===== src/rtl/stepper_pkg.sv =====
// stepper_pkg: shared FSM state type, minimum step period and default widths for the step generator
package stepper_pkg;
  typedef enum logic [1:0] {IDLE, SETUP, RUN, DONE} state_e;
  localparam int MIN_PERIOD = 2;
  localparam int DEF_CNT_W = 16;
  localparam int DEF_PER_W = 16;
  localparam int DEF_SETUP_CYC = 4;
  localparam int DEF_POS_W = 32;
endpackage


===== src/rtl/step_timer.sv =====
// step_timer: loadable down-counter; tick_o marks the last cycle of a loaded interval
module step_timer #(
  parameter int PER_W = 16
) (
  input  logic             clk,
  input  logic             rst,
  input  logic             load_i,
  input  logic [PER_W-1:0] load_val_i,
  output logic             tick_o
);
  logic [PER_W-1:0] cnt_q;
  always_ff @(posedge clk)
    if (rst) cnt_q <= '0;
    else if (load_i) cnt_q <= load_val_i;
    else if (cnt_q != '0) cnt_q <= cnt_q - PER_W'(1);
  assign tick_o = cnt_q == PER_W'(1);
endmodule


===== src/rtl/stepper_step_gen.sv =====
// stepper_step_gen: command-driven step/dir pulse generator feeding drv8835_if.
// Define STEP_POS_EN to add the signed position counter (pos, pos_clr).
module stepper_step_gen
  import stepper_pkg::*;
#(
  parameter int CNT_W = DEF_CNT_W,
  parameter int PER_W = DEF_PER_W,
  parameter int SETUP_CYC = DEF_SETUP_CYC
`ifdef STEP_POS_EN
  , parameter int POS_W = DEF_POS_W
`endif
) (
  input  logic             clk,
  input  logic             rst,
  input  logic             cmd_valid,
  output logic             cmd_ready,
  input  logic             cmd_dir,
  input  logic [CNT_W-1:0] cmd_steps,
  input  logic [PER_W-1:0] cmd_period,
  input  logic             abort,
  input  logic             hold_en,
  output logic             en,
  output logic             dir,
  output logic             step,
  output logic             busy,
  output logic             done,
  output logic             aborted
`ifdef STEP_POS_EN
  , input  logic                    pos_clr,
  output logic signed [POS_W-1:0] pos
`endif
);
  state_e state_q;
  logic cmd_ready_q, en_q, dir_q, step_q, busy_q, done_q, aborted_q;
  logic [CNT_W-1:0] rem_q;
  logic [PER_W-1:0] per_q;
  logic accept, running, tick, tmr_load;
  assign accept = cmd_valid & cmd_ready_q;
  assign running = (state_q == SETUP) || (state_q == RUN);
  assign tmr_load = accept | (tick & running);
  step_timer #(.PER_W(PER_W)) u_timer (
    .clk(clk),
    .rst(rst),
    .load_i(tmr_load),
    .load_val_i(accept ? PER_W'(SETUP_CYC) : per_q),
    .tick_o(tick)
  );
  // One timer serves both the setup delay and the step period; a tick with no steps left ends the move
  always_ff @(posedge clk) begin
    if (rst) begin
      state_q <= IDLE;
      cmd_ready_q <= 1'b0;
      en_q <= 1'b0;
      dir_q <= 1'b0;
      step_q <= 1'b0;
      busy_q <= 1'b0;
      done_q <= 1'b0;
      aborted_q <= 1'b0;
      rem_q <= '0;
      per_q <= PER_W'(MIN_PERIOD);
    end else begin
      step_q <= 1'b0;
      done_q <= 1'b0;
      aborted_q <= 1'b0;
      case (state_q)
        IDLE: begin
          en_q <= hold_en;
          busy_q <= 1'b0;
          cmd_ready_q <= 1'b1;
          if (accept) begin
            cmd_ready_q <= 1'b0;
            busy_q <= 1'b1;
            rem_q <= cmd_steps;
            per_q <= (cmd_period < PER_W'(MIN_PERIOD)) ? PER_W'(MIN_PERIOD) : cmd_period;
            if (cmd_steps == '0) begin
              state_q <= DONE;
              done_q <= 1'b1;
            end else begin
              state_q <= SETUP;
              en_q <= 1'b1;
              dir_q <= cmd_dir;
            end
          end
        end
        SETUP, RUN: begin
          if (abort) begin
            state_q <= DONE;
            aborted_q <= 1'b1;
          end else if (tick) begin
            if (rem_q != '0) begin
              step_q <= 1'b1;
              rem_q <= rem_q - CNT_W'(1);
              state_q <= RUN;
            end else begin
              state_q <= DONE;
              done_q <= 1'b1;
            end
          end
        end
        DONE: begin
          state_q <= IDLE;
          busy_q <= 1'b0;
          cmd_ready_q <= 1'b1;
          en_q <= hold_en;
        end
        default: state_q <= IDLE;
      endcase
    end
  end
  assign cmd_ready = cmd_ready_q;
  assign en = en_q;
  assign dir = dir_q;
  assign step = step_q;
  assign busy = busy_q;
  assign done = done_q;
  assign aborted = aborted_q;
`ifdef STEP_POS_EN
  logic signed [POS_W-1:0] pos_q;
  always_ff @(posedge clk)
    if (rst || pos_clr) pos_q <= '0;
    else if (step_q) pos_q <= dir_q ? pos_q - POS_W'(1) : pos_q + POS_W'(1);
  assign pos = pos_q;
`endif
endmodule


===== config.mk =====
export PLATFORM = sky130hd
export DESIGN_NAME = stepper_step_gen
export DESIGN_NICKNAME = d
export VERILOG_FILES = /design/src/rtl/stepper_pkg.sv /design/src/rtl/step_timer.sv /design/src/rtl/stepper_step_gen.sv
export SDC_FILE = /design/constraint.sdc
export NUM_CORES = 1
export LEC_CHECK = 0
export CORE_UTILIZATION = 49
export CTS_CLUSTER_DIAMETER = 80
export DETAILED_ROUTE_END_ITERATION = 12
export PLACE_DENSITY = 0.84
export REMOVE_ABC_BUFFERS = 1
export SYNTH_ARGS = -nofsm -noshare
export SYNTH_HDL_FRONTEND = slang
export SYNTH_HIERARCHICAL = 1
export SYNTH_SLANG_ARGS = --single-unit

===== constraint.sdc =====
create_clock -name clk -period 2.4 [get_ports clk]
set_input_delay 0.48 -clock clk [delete_from_list [all_inputs] [get_ports clk]]
set_output_delay 0.48 -clock clk [all_outputs]
set_load 0.02 [all_outputs]

# ---- Word level (Yosys, flattened, before mapping)
# Cells that the tools add are included.
dict set report op_classes {
  add_sub_neg 2
  order_cmp 1
  n_eq_ne 9
  muxes 30
  bitwise_logic 6
  reduce_logical 15
}
# cell count
set ops {}
lappend ops {{16-bit 2-to-1 mux} 8}
lappend ops {{16-bit case mux with 2 select lines} 1}
lappend ops {{16-bit nonzero test} 2}
lappend ops {{16-bit by 1-bit subtractor with 16-bit output, second input constant} 2}
lappend ops {{16-bit by 1-bit == test with 1-bit output, second input constant} 1}
lappend ops {{16-bit zero test} 1}
lappend ops {{16-bit by 2-bit < comparator with 1-bit output, second input constant} 1}
lappend ops {{1-bit 2-to-1 mux} 12}
lappend ops {{2-bit 2-to-1 mux} 4}
lappend ops {{2-bit != test, second input constant} 4}
lappend ops {{1-bit case mux with 2 select lines} 4}
lappend ops {{2-bit case mux with 3 select lines} 1}
lappend ops {{2-bit nonzero test} 3}
lappend ops {{5-bit AND reduction} 1}
lappend ops {{2-bit == test, second input constant} 2}
lappend ops {{2-bit AND reduction} 2}
lappend ops {{2-bit OR reduction} 2}
lappend ops {{4-bit OR reduction} 1}
lappend ops {{3-bit != test, second input constant} 1}
lappend ops {{1-bit NOT} 3}
lappend ops {{3-bit AND reduction} 1}
lappend ops {{1-bit bitwise AND} 2}
lappend ops {{2-bit by 1-bit == test with 1-bit output, second input constant} 1}
lappend ops {{2-bit zero test} 1}
lappend ops {{other kinds (2)} 2}
dict set report totals {
  register_bits 57
  inputBits 38
  output_inout_bits 7
  word_cells 74
}

# ---- Logic depth before layout (Yosys ltp)
# Gate-level depths: netlist (run 1).
dict set report depth {
  word_depth 5
  mapped_depth 10
  ltp_nobuf 10
}

# ---- Hierarchy
# The synthesis (run 1) kept the hierarchy.
# mod n_inst cells_each area_per_inst_um2 seq_area_each_um2
set by_module_without_submodules {}
lappend by_module_without_submodules {stepper_step_gen 1 284 2248.4 820.8}
lappend by_module_without_submodules {step_timer 1 115 945.9 320.3}

# ---- Least setup slack after synthesis (run 1)
# OpenSTA, ideal clock, no wires.
dict set report synth_path {
  kind {reg2reg}
  from {register u_timer.cnt_q[8]}
  to {register rem_q[10]}
  setup_ps 86
  arrival_time_ps 2297
  required_time_ps 2314
  path_slack_ps 17
  path_stages_with_launch 9
  path_buffers 0
  period_less_slack_ps 2383
  path_cell_list {dfxtp_1 nor4_2 nand2_1 nor2_1 nand3b_1 a21oi_2 nand2_2 or3_1 a211oi_1}
}
dict set report synth_between {
  elab_chain_len 3
}
# element line_no
set synth_lines {}
lappend synth_lines {{start: declaration} step_timer.sv:11} ;# logic [PER_W-1:0] cnt_q;
lappend synth_lines {{start signal: assignment} step_timer.sv:14} ;# else if (load_i) cnt_q <= load_val_i;
lappend synth_lines {{start signal: assignment} step_timer.sv:15} ;# else if (cnt_q != '0) cnt_q <= cnt_q - PER_W'(1);
lappend synth_lines {{16-bit by 1-bit == test with 1-bit output} step_timer.sv:16} ;# assign tick_o = cnt_q == PER_W'(1);
lappend synth_lines {{via tick} stepper_step_gen.sv:37} ;# logic accept, running, tick, tmr_load;
lappend synth_lines {{2-bit != test (no source line)} -}
lappend synth_lines {{5-bit AND reduction (no source line)} -}
lappend synth_lines {{end signal: assignment} stepper_step_gen.sv:73} ;# rem_q <= cmd_steps;
lappend synth_lines {{end signal: assignment} stepper_step_gen.sv:92} ;# rem_q <= rem_q - CNT_W'(1);
lappend synth_lines {{end: declaration} stepper_step_gen.sv:35} ;# logic [CNT_W-1:0] rem_q;
# The timed path passes the listed nets, and every way through them passes these cells.
# A chain may end at the register's enable or synchronous reset.

# ---- Worst setup path after layout (run 1)
dict set report layout_path {
  from {register u_timer.cnt_q[12]}
  to {register rem_q[10]}
}
# Same word-level chain as after synthesis.

==> results of run 1 <==
-- worst max path at each step --
stage | startpoint | endpoint | slack (ns) | cells past startpoint
final | u_timer/cnt_q[12]$_SDFFE_PP0P_ | rem_q[10]$_SDFFE_PP0P_ | 0.14 | 8
after global routing | u_timer/cnt_q[12]$_SDFFE_PP0P_ | rem_q[10]$_SDFFE_PP0P_ | 0.02 | 8
after CTS | u_timer/cnt_q[12]$_SDFFE_PP0P_ | rem_q[10]$_SDFFE_PP0P_ | 0.03 | 8
after detailed placement | u_timer/cnt_q[12]$_SDFFE_PP0P_ | rem_q[10]$_SDFFE_PP0P_ | 0.04 | 8
after global placement | u_timer/cnt_q[12]$_SDFFE_PP0P_ | rem_q[10]$_SDFFE_PP0P_ | 0.14 | 8
after floorplan | u_timer/cnt_q[8]$_SDFFE_PP0P_ | rem_q[10]$_SDFFE_PP0P_ | -0.003 | 8
-- critical path, cell delays in order, from the launching register on --
cell	delay (ns)
dfxtp_1	0.37
nor4_2	0.32
nand2_1	0.15
nor2_2	0.21
nand3b_1	0.20
a21oi_4	0.23
nand2_2	0.14
or3_1	0.36
a211oi_1	0.19
-- layout by cell type, fill, tap and decap left out, types with 4 or more instances in the layout --
master	n
nand3_1	12
mux2_2	4
a31oi_1	6
nand4_1	8
ha_1	7
o21ai_1	6
nor3_1	14
xor2_1	4
clkbuf_8	10
clkdlybuf4s50_1	43
a221oi_1	4
and2_1	17
nor2_1	28
dfxtp_1	57
nand2b_1	5
nor4_1	10
inv_1	17
buf_4	15
or4_1	4
a22oi_1	5
a211oi_1	7
o21ai_0	8
nor4_4	4
nand2_1	60
a21oi_1	33
xnor2_1	4
-- what timing repair did --
action                                  in CTS  in global routing
resized for setup                            0                  4
endpoints found under the setup margin       0                 12
endpoints found under the hold margin        0                  0
-- cells by family after synthesis --
kind of cell,after synthesis
AND/OR/NAND/NOR,187
AO/OA/AOI/OAI,96
flip-flops,57
buffers and inverters,37
XOR/XNOR,8
multiplexers,7
adder cells (fa/ha/maj),7
-- area by class of cell --
cell class / count / area, um2
fillers: 567 / 2323
inverters: 18 / 67.56
multi-input cells: 305 / 1933
clock buffers: 10 / 137.6
clock inverters: 6 / 66.31
repair buffers: 59 / 548.0
well taps: 77 / 96.34
flip-flops and latches: 57 / 1141
-- registers in the layout, summed over array words and instances, names as in the netlist --
signal	flops
aborted	1
busy	1
cmd_ready	1
dir	1
done	1
en	1
per_q	16
rem_q	16
state_q	2
step	1
u_timer/cnt_q	16
-- through the flow --
step	area [um2]	worst slack (ns)	setup TNS [ns]
2_1_floorplan	3117	-0.002549	-0.002549
3_3_place_gp	3761	0.1437	0
3_5_place_dp	3761	0.04283	0
4_1_cts	3965	0.02964	0
5_1_grt	3990	0.02259	0
6_report	3990	0.1448	0
-- layer usage --
metal / global-route usage (%) / part of all wire, % / vias to the layer above
met5: 0 / 0 / -
met4: 12.24 / 2.3 / 0
met3: 4.286 / 6.0 / 18
met2: 42.79 / 50 / 116
met1: 31.22 / 42 / 1521
li1: - / - / 1559
-- where the power goes --
| part | total, mW | switching (mW) | internal [mW] |
|---|---|---|---|
| Combinational | 2.91 | 1.65 | 1.26 |
| Clock | 0.929 | 0.420 | 0.509 |
| Sequential | 1.54 | 0.327 | 1.21 |
| Total | 5.37 | 2.40 | 2.98 |
==> summary.md, run 1 <==
| Metric | Value |
|---|---|
| Outcome | completed |
| Clk_lat worst skew | 0.34 ns |
| Final min period | 2.255 ns |
| First-pass GRT wire length | 13070 um |
| Post-CTS Repair Setup Buffers | 0 |
| Simple-gate share of the synthesized area | 32.63% |
| Die W | 82.74 um |
| FMAX | 443.4 MHz |
| H-tree depth | 3 |
| Routed Wire Length | 8342 um |
| Router iterations before antenna repair | 5 |
| Post-Synth Adder-Cell Area | 2.742% |
| End-of-flow core utilization | 63.20% |
| Cts bufs inserted | 9 |
| Final Power | 5.375 mW |
| Total track usage | 25.40% |
| Critical Path AT | 2.51 ns |
| HP Start | per_q[6]$_SDFFE_PP0P_ |
| Mapped Cells | 399 |
| Die area | 6846 um2 |
| Syn-to-layout area delta | 24.91% |
| CP endpoint kind | register |
| Pleak | 1.451 nW |
| Antenna Nets Post-Route | 0 |
| WL per Instance | 15.68 um |
| Vias | 3214 |
| Vias in the first global route | 2876 |
| Initial antenna violation count | 0 |
| Iteration-0 DRC Markers | 170 |
| CTS max path bufs | 2 |
| Cell row count | 29 |
| CP Class | reg -> reg |
| Initial Util | 50.59% |
| Cts hold-fix bufs | 0 |
| RSZ-0062 raised after global routing | false |
| Post-synth ARST share | 0% |
| Netlist cell types | 66 |
| Largest net degree at the start of global routing | 24 |
| Clock Skew | 0.007804 ns |
| Slew margin rel. | 55.49% |
| Number of flops mapped to enable cells by yosys | 0 |
| Avg Vias per Cell | 6.041 |
| WHS Endpoint | per_q[6]$_SDFFE_PP0P_ |
| Final setup fails | 0 |
| Worst-path clk slew | 0.07 ns |
| Maxcap violations | 0 |
| Final period utilization | 93.97% |
| Final net count | 495 |
| Core area | 6314 um2 |
| Largest family of logic cells by synthesized area | simple AND/OR/NAND/NOR gates |
| Startpoint types | register |
| CTS tree | done |
| RR Endpoint | rem_q[10]$_SDFFE_PP0P_ |
| Final hold violation count | 0 |
| Area leader, netlist | dfxtp_1 |
| Synth top cells by count | nand2_1 (60), dfxtp_1 (57), a21oi_1 (33) |
| RD Place Congestion | 0.8936 |
| R2R Path Start | u_timer/cnt_q[12]$_SDFFE_PP0P_ |
| Worst-path fanout max | 7 |
| Register-to-register setup slack | 0.14 ns |
| CTS Root Cell | clkbuf_8 |
| Share of cells above drive strength 1 | 12.75% |
| DIE HEIGHT | 82.74 um |
| Yosys warnings | 6 |
| Critical path required time | 2.66 ns |
| XOR/XNOR Fraction of Synth Area | 2.193% |
| Compound-gate portion of the synthesized area | 19.82% |
| Mux contribution to synthesized area | 2.350% |
| Hold Crit Class | reg -> reg |
| Synth top area share | 35.72% |
| R2r worst-path depth | 8 |
| Cell total after placement | 516 |
| Final-report max-slew violation count | 0 |
| Pwr/cell area | 1347 nW/um2 |
| Average cell area after synthesis | 8.006 um2 |
| Worst slew pin tran | 0.6615 ns |
| Most frequent cell after synthesis | nand2_1 |
| Diode count | 0 |
| Top Ports | 45 |
| Drt drc | 0 |
| Max rail drop VDD | 903.3 uV |
| Port bufs | 44 |
| Largest cells by area after synthesis | dfxtp_1 (36%), nand2_1 (7.1%), a21oi_1 (5.2%), nor2_1 (3.4%), and2_1 (3.3%) |
| Final HPWL from detailed placement | 5961 um |
| Smallest hold slack | 0.4514 ns |
| Layout Cells excl Fill | 532 |
| Seq/Total Area, Yosys | 35.72% |
| Remaining Overflow, GRT | 0 |
| Hold path depth | 2 |
| CTS sink cnt | 57 |
| Most frequently used flop master after synthesis | dfxtp_1 |
| Yosys reg bits | 57 |
| Synth Cell Area | 3194 um2 |
Note: power is estimated with default switching activity, not from simulation.
==> run 2, diff against run 1 <==
- MAX_ROUTING_LAYER: default -> met4
- clock period: 2.4 -> 1.9 ns (I/O delays scaled with it)
==> run 2 against run 1 <==
The flow now finishes with violations (negative setup slack). Combinational power rose by 79%. Power is 56% higher. Global-route usage increased by 5.1 points. Flip-flop and latch count did not move. Register-to-register slack worse by 0.36 ns. Sequential power grew 21%. Sequential share of layout area decreased by 4.1 points. Non-clock buffer count increased by 62. Via count rose by 12%. Die area unchanged. Critical path depth stayed put. Critical endpoint unchanged. Largest cell class unchanged. Largest power group unchanged.
==> summary.md, run 2 (same netlist as run 1, synthesis figures left out) <==
| Metric | Value |
|---|---|
| Clock Skew | 0.01322 ns (+0.005415 ns) |
| Pleak | 1.836 nW (+27%) |
| Drt drc | 0 (unchanged) |
| First-pass GRT wire length | 15050 um (+15%) |
| Router iterations before antenna repair | 5 (unchanged) |
| CTS sink cnt | 57 (unchanged) |
| Die area | 6846 um2 (unchanged) |
| Port bufs | 44 (unchanged) |
| Most common cell after layout, fill and taps aside | buf_4 |
| Vias in the first global route | 3289 (+14%) |
| Worst-path fanout max | 5 (-2) |
| Sequential Power Share | 22.4% (-6.2 points) |
| CP endpoint kind | register |
| CP Class | reg -> reg |
| Final min period | 2.117 ns (-0.1386 ns) |
| WL per Instance | 17.15 um (+9.4%) |
| RD Place Congestion | 0.9239 (+3.4%) |
| Pwr/cell area | 1782 nW/um2 (+32%) |
| Cell total after placement | 573 (+11%) |
| Share of cells above drive strength 1 | 29.01% (+16 points) |
| Critical path required time | 2.16 ns (-0.50 ns) |
| CTS max path bufs | 2 (unchanged) |
| Cell row count | 29 (unchanged) |
| DIE HEIGHT | 82.74 um (unchanged) |
| Syn-to-layout area delta | 47.04% |
| Total track usage | 30.49% (+5.1 points) |
| Gate power share | 62.4% (+8.3 points) |
| Commonest cells after routing, fill and taps aside | buf_4 (68), nand2_1 (56), dfxtp_1 (51), clkdlybuf4s50_1 (43), a21oi_1 (30) |
| Avg Vias per Cell | 6.054 (+0.21%) |
| Final Power | 8.369 mW (+56%) |
| FMAX | 472.4 MHz (+6.5%) |
| Final period utilization | 111.4% (+17 points) |
| Critical Path AT | 2.38 ns (-0.13 ns) |
| Clk pwr share | 15.3% (-2.0 points) |
| Top Ports | 45 (unchanged) |
| R2r worst-path depth | 8 (unchanged) |
| Multi-input logic area | 2100 um2 (+8.6%) |
| Power Internal | 4.731 mW (+59%) |
| Layout Cells excl Fill | 594 (+12%) |
| RR Endpoint | rem_q[10]$_SDFFE_PP0P_ |
| Initial Util | 50.59% (unchanged) |
| Outcome | finished with violations |
| Vias | 3596 (+12%) |
| Die W | 82.74 um (unchanged) |
| Remaining Overflow, GRT | 0 (unchanged) |
| P_sw | 3.638 mW (+52%) |
| Worst-path clk slew | 0.07 ns (about the same) |
| Cts hold-fix bufs | 0 (unchanged) |
| Slew margin rel. | 60.88% (+5.4 points) |
| Worst slew pin tran | 0.5869 ns (-0.07467 ns) |
| Iteration-0 DRC Markers | 244 (+44%) |
| Final net count | 557 (+13%) |
| H-tree depth | 3 (unchanged) |
| Max rail drop VDD | 1218 uV (+35%) |
| R2R Path Start | u_timer/cnt_q[4]$_SDFFE_PP0P_ |
| CTS tree | done |
| Final-report max-slew violation count | 0 (unchanged) |
| CTS Root Cell | clkbuf_8 |
| RSZ-0062 raised after global routing | true |
| Failing checks | negative setup slack |
| Antenna Nets Post-Route | 0 (unchanged) |
| # fillers | 433 (-24%) |
| Worst setup path endpoint | rem_q[10]$_SDFFE_PP0P_ |
| Register-to-register setup slack | -0.22 ns (-0.36 ns) |
| Final worst slack | -0.2167 ns (-0.3614 ns) |
| Final hold violation count | 0 (unchanged) |
| Diode count | 0 (unchanged) |
| Startpoint types | register |
| Final HPWL from detailed placement | 6620 um (+11%) |
| Core area | 6314 um2 (unchanged) |
| Routed Wire Length | 10190 um (+22%) |
| Cts bufs inserted | 9 (unchanged) |
| Biggest regs | per_q x16, rem_q x16, u_timer/cnt_q x16 |
| Initial antenna violation count | 0 (unchanged) |
| Hold Crit Class | in -> reg |
| Clk_lat worst skew | 0.34 ns (about the same) |
| Worst setup path startpoint | u_timer/cnt_q[4]$_SDFFE_PP0P_ |
| Reg area | 1151 um2 (+0.88%) |
| Largest net degree at the start of global routing | 24 (unchanged) |
| Final setup fails | 17 (+17) |
| Net Sw Frac | 43.47% (-1.1 points) |
| Maxcap violations | 0 (unchanged) |
==> run 2: changes by cell type in the layout (fill, tap and decap cells not counted), sizes merged <==
cell / before / now
buf: 16 / 78
bufinv: 1 / 2
clkbuf: 10 / 11
clkinv: 2 / 3
clkinvlp: 3 / 1
inv: 18 / 17
==> run 2: per-layer routing <==
| metal | routed length [um] | share of wire [%] | global-route usage [%] | vias up |
|---|---|---|---|---|
| li1 | - | - | - | 1682 |
| met2 | 5166 | 51 | 51.07 | 172 |
| met3 | 662 | 6.5 | 6.923 | 54 |
| met5 | 0 | 0 | - | - |
| met4 | 427 | 4.2 | 12.93 | 0 |
| met1 | 3931 | 39 | 34.85 | 1688 |
==> run 2: what timing repair did <==
item / 4_1_cts / 5_1_grt
gates resized for setup: 24 / 36
setup endpoints to repair: 33 / 34
buffers inserted: 4 / 3
pin swaps: 15 / 15
==> run 2: power by group through the flow <==
stage | logic [mW] | registers (mW) | clock network [mW]
finish | 5.22 | 1.87 | 1.28
global placement | 4.21 | 1.79 | 0
detailed placement | 4.36 | 1.81 | 0
floorplan | 2.49 | 1.89 | 0
CTS | 4.65 | 1.81 | 1.29
global route | 5.58 | 1.91 | 1.36
==> run 2: worst min-delay path by stage <==
| stage | start | to | cells past startpoint |
|---|---|---|---|
| after floorplan | per_q[0]$_SDFFE_PP0P_ | per_q[0]$_SDFFE_PP0P_ | 2 |
| after global placement | per_q[0]$_SDFFE_PP0P_ | per_q[0]$_SDFFE_PP0P_ | 2 |
| after detailed placement | per_q[3]$_SDFFE_PP0P_ | per_q[3]$_SDFFE_PP0P_ | 2 |
| after CTS | rst | state_q[0]$_SDFFE_PP0P_ | 2 |
| after global routing | rst | state_q[0]$_SDFFE_PP0P_ | 2 |
| final | rst | state_q[0]$_SDFFE_PP0P_ | 2 |
==> run 2: layout make-up <==
type	instances	area share, %
Clock buffer	11	3.010
Clock inverter	5	1.678
Inverter	18	1.572
Multi-Input combinational cell	305	44.70
Sequential cell	57	24.51
Tap cell	77	2.051
Timing Repair Buffer	121	22.48
==> run 2: per-stage QoR <==
step	setup WS (ns)	utilization [%]	instance area, um2	hold slack [ns]	setup TNS (ns)
detailed placement	-0.3101	66.55	4202	0.4429	-5.853
global route	-0.2622	74.40	4697	0.4665	-3.094
CTS	-0.1408	71.94	4542	0.4141	-1.129
floorplan	-0.5025	-	3117	0.4212	-8.916
global placement	-0.2288	66.55	4202	0.4380	-2.830
finish	-0.2167	74.40	4697	0.4361	-2.014
==> run 2: worst max-delay path: stages, from the launching register on <==
cell and delay [ns]:
dfxtp_2 0.34, nor4_4 0.36, nand3_2 0.14, nor2_4 0.15, nand3b_1 0.16, a21oi_4 0.22, nand2_2 0.11, or3_4 0.35
a211oi_2 0.20
==> variant, RTL diff (settings of run 2) <==
The 4 states of `state_e` get a Gray code encoding in 2 bits.
--- a/src/rtl/stepper_pkg.sv
+++ b/src/rtl/stepper_pkg.sv
@@ -1,6 +1,6 @@
 // stepper_pkg: shared FSM state type, minimum step period and default widths for the step generator
 package stepper_pkg;
-  typedef enum logic [1:0] {IDLE, SETUP, RUN, DONE} state_e;
+  typedef enum logic [1:0] {IDLE = 2'b00, SETUP = 2'b01, RUN = 2'b11, DONE = 2'b10} state_e;
   localparam int MIN_PERIOD = 2;
   localparam int DEF_CNT_W = 16;
   localparam int DEF_PER_W = 16;
Formal check against the unedited RTL: same outputs for any inputs over 10 cycles, from zero or initial values and one cycle with rst high; not proved beyond that.
==> variant against run 2 <==
  * The run still ends with setup timing left
  * Worst setup slack improved by 0.12 ns
  * Design area is 6.8% lower
  * Area after synthesis shrank 4.3%
  * Sequential cell count is the same
  * Worst hold slack lost 0.042 ns
  * Wire length fell by 2.3%
  * Critical endpoint is now rem_q[3]$_SDFFE_PP0P_
Power is not compared: it rests on default switching activity, and its combinational part moved more than twofold at a synthesized area within 25%.
==> variant: results (changes against run 2) <==
Outcome
  • Status: complete, but fails checks
  • Failing checks: setup timing

Worst setup path
  • CP arrival: 2.20 ns (-0.18 ns)
  • Critical-path maximum fanout: 5 (unchanged)
  • Crit-path slowest cell: dfxtp_2
  • Critical Path Max Stage Delay: 0.33 ns (-0.03 ns)
  • Top Family by Delay on Critical Path: simple AND/OR/NAND/NOR gates

Finish
  • Layout cells sized above 1: 26.2% (-2.8 points)
  • Final #Nets: 502 (-9.9%)
  • Ant diodes: 0 (unchanged)
  • Top flop regs: per_q x16, rem_q x16, u_timer/cnt_q x16
  • Commonest non-fill, non-tap cell in the layout: buf_4

Synth
  • Top cells by area, synth: dfxtp_1, a21oi_1, nand2_1
  • Synthesized instance count: 363 (-9.0%)
  • Synth top cells by count: dfxtp_1, nand2_1, a21oi_1, nor2_1, and2_1
  • YS warnings: 6 (unchanged)
  • Netlist cell types: 64 (-3.0%)
  • Post-synthesis sequential area ratio: 37.3% (+1.6 points)
  • Ys async rst share: 0% (unchanged)

CTS
  • Clock slew at reported path FFs: 0.07 ns (about the same)
  • CTS Root Cell: clkbuf_8
  • CTS Buf Count: 9 (unchanged)
  • H-tree depth: 3 (unchanged)
  • Clock Path Buffers: 2 (unchanged)
  • Worst skew pair latency: 0.35 ns

Global routing
  • All-layer global routing usage: 30.8% (+0.36 points)
  • Routing usage on met1: 36.5% (+1.6 points)
  • Largest net degree at the start of global routing: 25 (+4.2%)
  • Met2 Track Usage GR: 50.8% (-0.23 points)
  • Vias in the first global route: 3,187 (-3.1%)
  • Global-route wire length before repair: 15,000 um (-0.46%)
  • Antenna violations before repair: 0 (unchanged)
  • Grt met3 use: 6.40% (-0.52 points)

Power
  • Leak pwr: 1.75 nW
  • Reg power frac: 30.1%
  • Tot Pwr: 5.29 mW
  • VDD IR max: 0.000752 V
  • Clk pwr: 1.20 mW
  • Switch share: 36.8%

Timing
  • Final setup vio count: 4 (-13)
  • Setup_tns: -0.161 ns (+1.85 ns)
  • Clock skew: 0.00853 ns (-0.00469 ns)
  • Tightest Pin Transition: 0.922 ns (+0.335 ns)
  • Final WS setup: -0.0937 ns (+0.123 ns)

Drt
  • Met3 Routed Length: 676 um (+2.1%)
  • Drt first pass iters: 5 (unchanged)
  • Drt initial violations: 278 (+14%)
  • Via density per instance: 6.25 (+3.2%)
  • Final Routed Wirelength: 9950 um (-2.3%)
  • Vias: 3,374 (-6.2%)
  • Top sig layer: met4
  • WL met1: 4010 um (+2.1%)
  • WL met2: 4930 um (-4.5%)

Place
  • Placed wire-length estimate: 6300 um (-4.8%)
  • GPL Wtd Cong: 0.900 (-2.5%)
  • Dpl ws: -0.399 ns (-0.0890 ns)
  • Cell total after placement: 517 (-9.8%)

Worst hold path
  • Min-delay worst type: input pin to flop
-- variant: area by class of cell --
class | count | area, um^2
clock inverters | 2 | 35.0
fillers | 404 | 1580
clock buffers | 14 | 173
repair buffers | 104 | 905
well taps | 75 | 93.8
inverters | 15 | 56.3
flip-flops and latches | 57 | 1150
multi-input cells | 273 | 1960
-- variant: final timing paths --
| path | startpoint | to | slack (ns) | cells after the start |
|---|---|---|---|---|
| setup reg to reg | u_timer/cnt_q[15]$_SDFFE_PP0P_ | rem_q[3]$_SDFFE_PP0P_ | -0.09 | 8 |
| setup / recovery | u_timer/cnt_q[15]$_SDFFE_PP0P_ | rem_q[3]$_SDFFE_PP0P_ | -0.09 | 8 |
| hold / removal | cmd_period[7] | per_q[7]$_SDFFE_PP0P_ | 0.39 | 3 |
| hold reg to reg | busy$_SDFFE_PP0P_ | busy$_SDFFE_PP0P_ | 0.47 | 2 |
-- variant: cell families (layout without fill, tap and decap cells) --
family | Yosys count | in the layout | share of synthesized area (%)
mux | 7 | 7 | 2.29
xor+xnor | 7 | 7 | 2.01
flops | 57 | 57 | 37.3
buf+inv | 34 | 135 | 5.08
compound gates | 97 | 98 | 22.2
fa+ha+maj | 4 | 4 | 1.64
simple gates | 157 | 157 | 29.5
-- variant: metrics by stage --
stage	hold slack (ns)	cell area [um^2]
after floorplan	0.425	2960
after global placement	0.437	3900
after detailed placement	0.440	3900
after CTS	0.449	4210
after global routing	0.402	4380
final	0.395	4380
-- variant: tightest hold or removal path, delay by kind of cell --
family                 cells  cell delay [ns]
AOI/OAI and AO/OA          1             0.11
buffers and inverters      2             0.22
-- variant: what timing repair did --
action,4_1_cts,5_1_grt
setup buffers,5,1
resized for setup,15,33
gates cloned,0,1
pin swaps,8,14
endpoints found under the setup margin,44,42
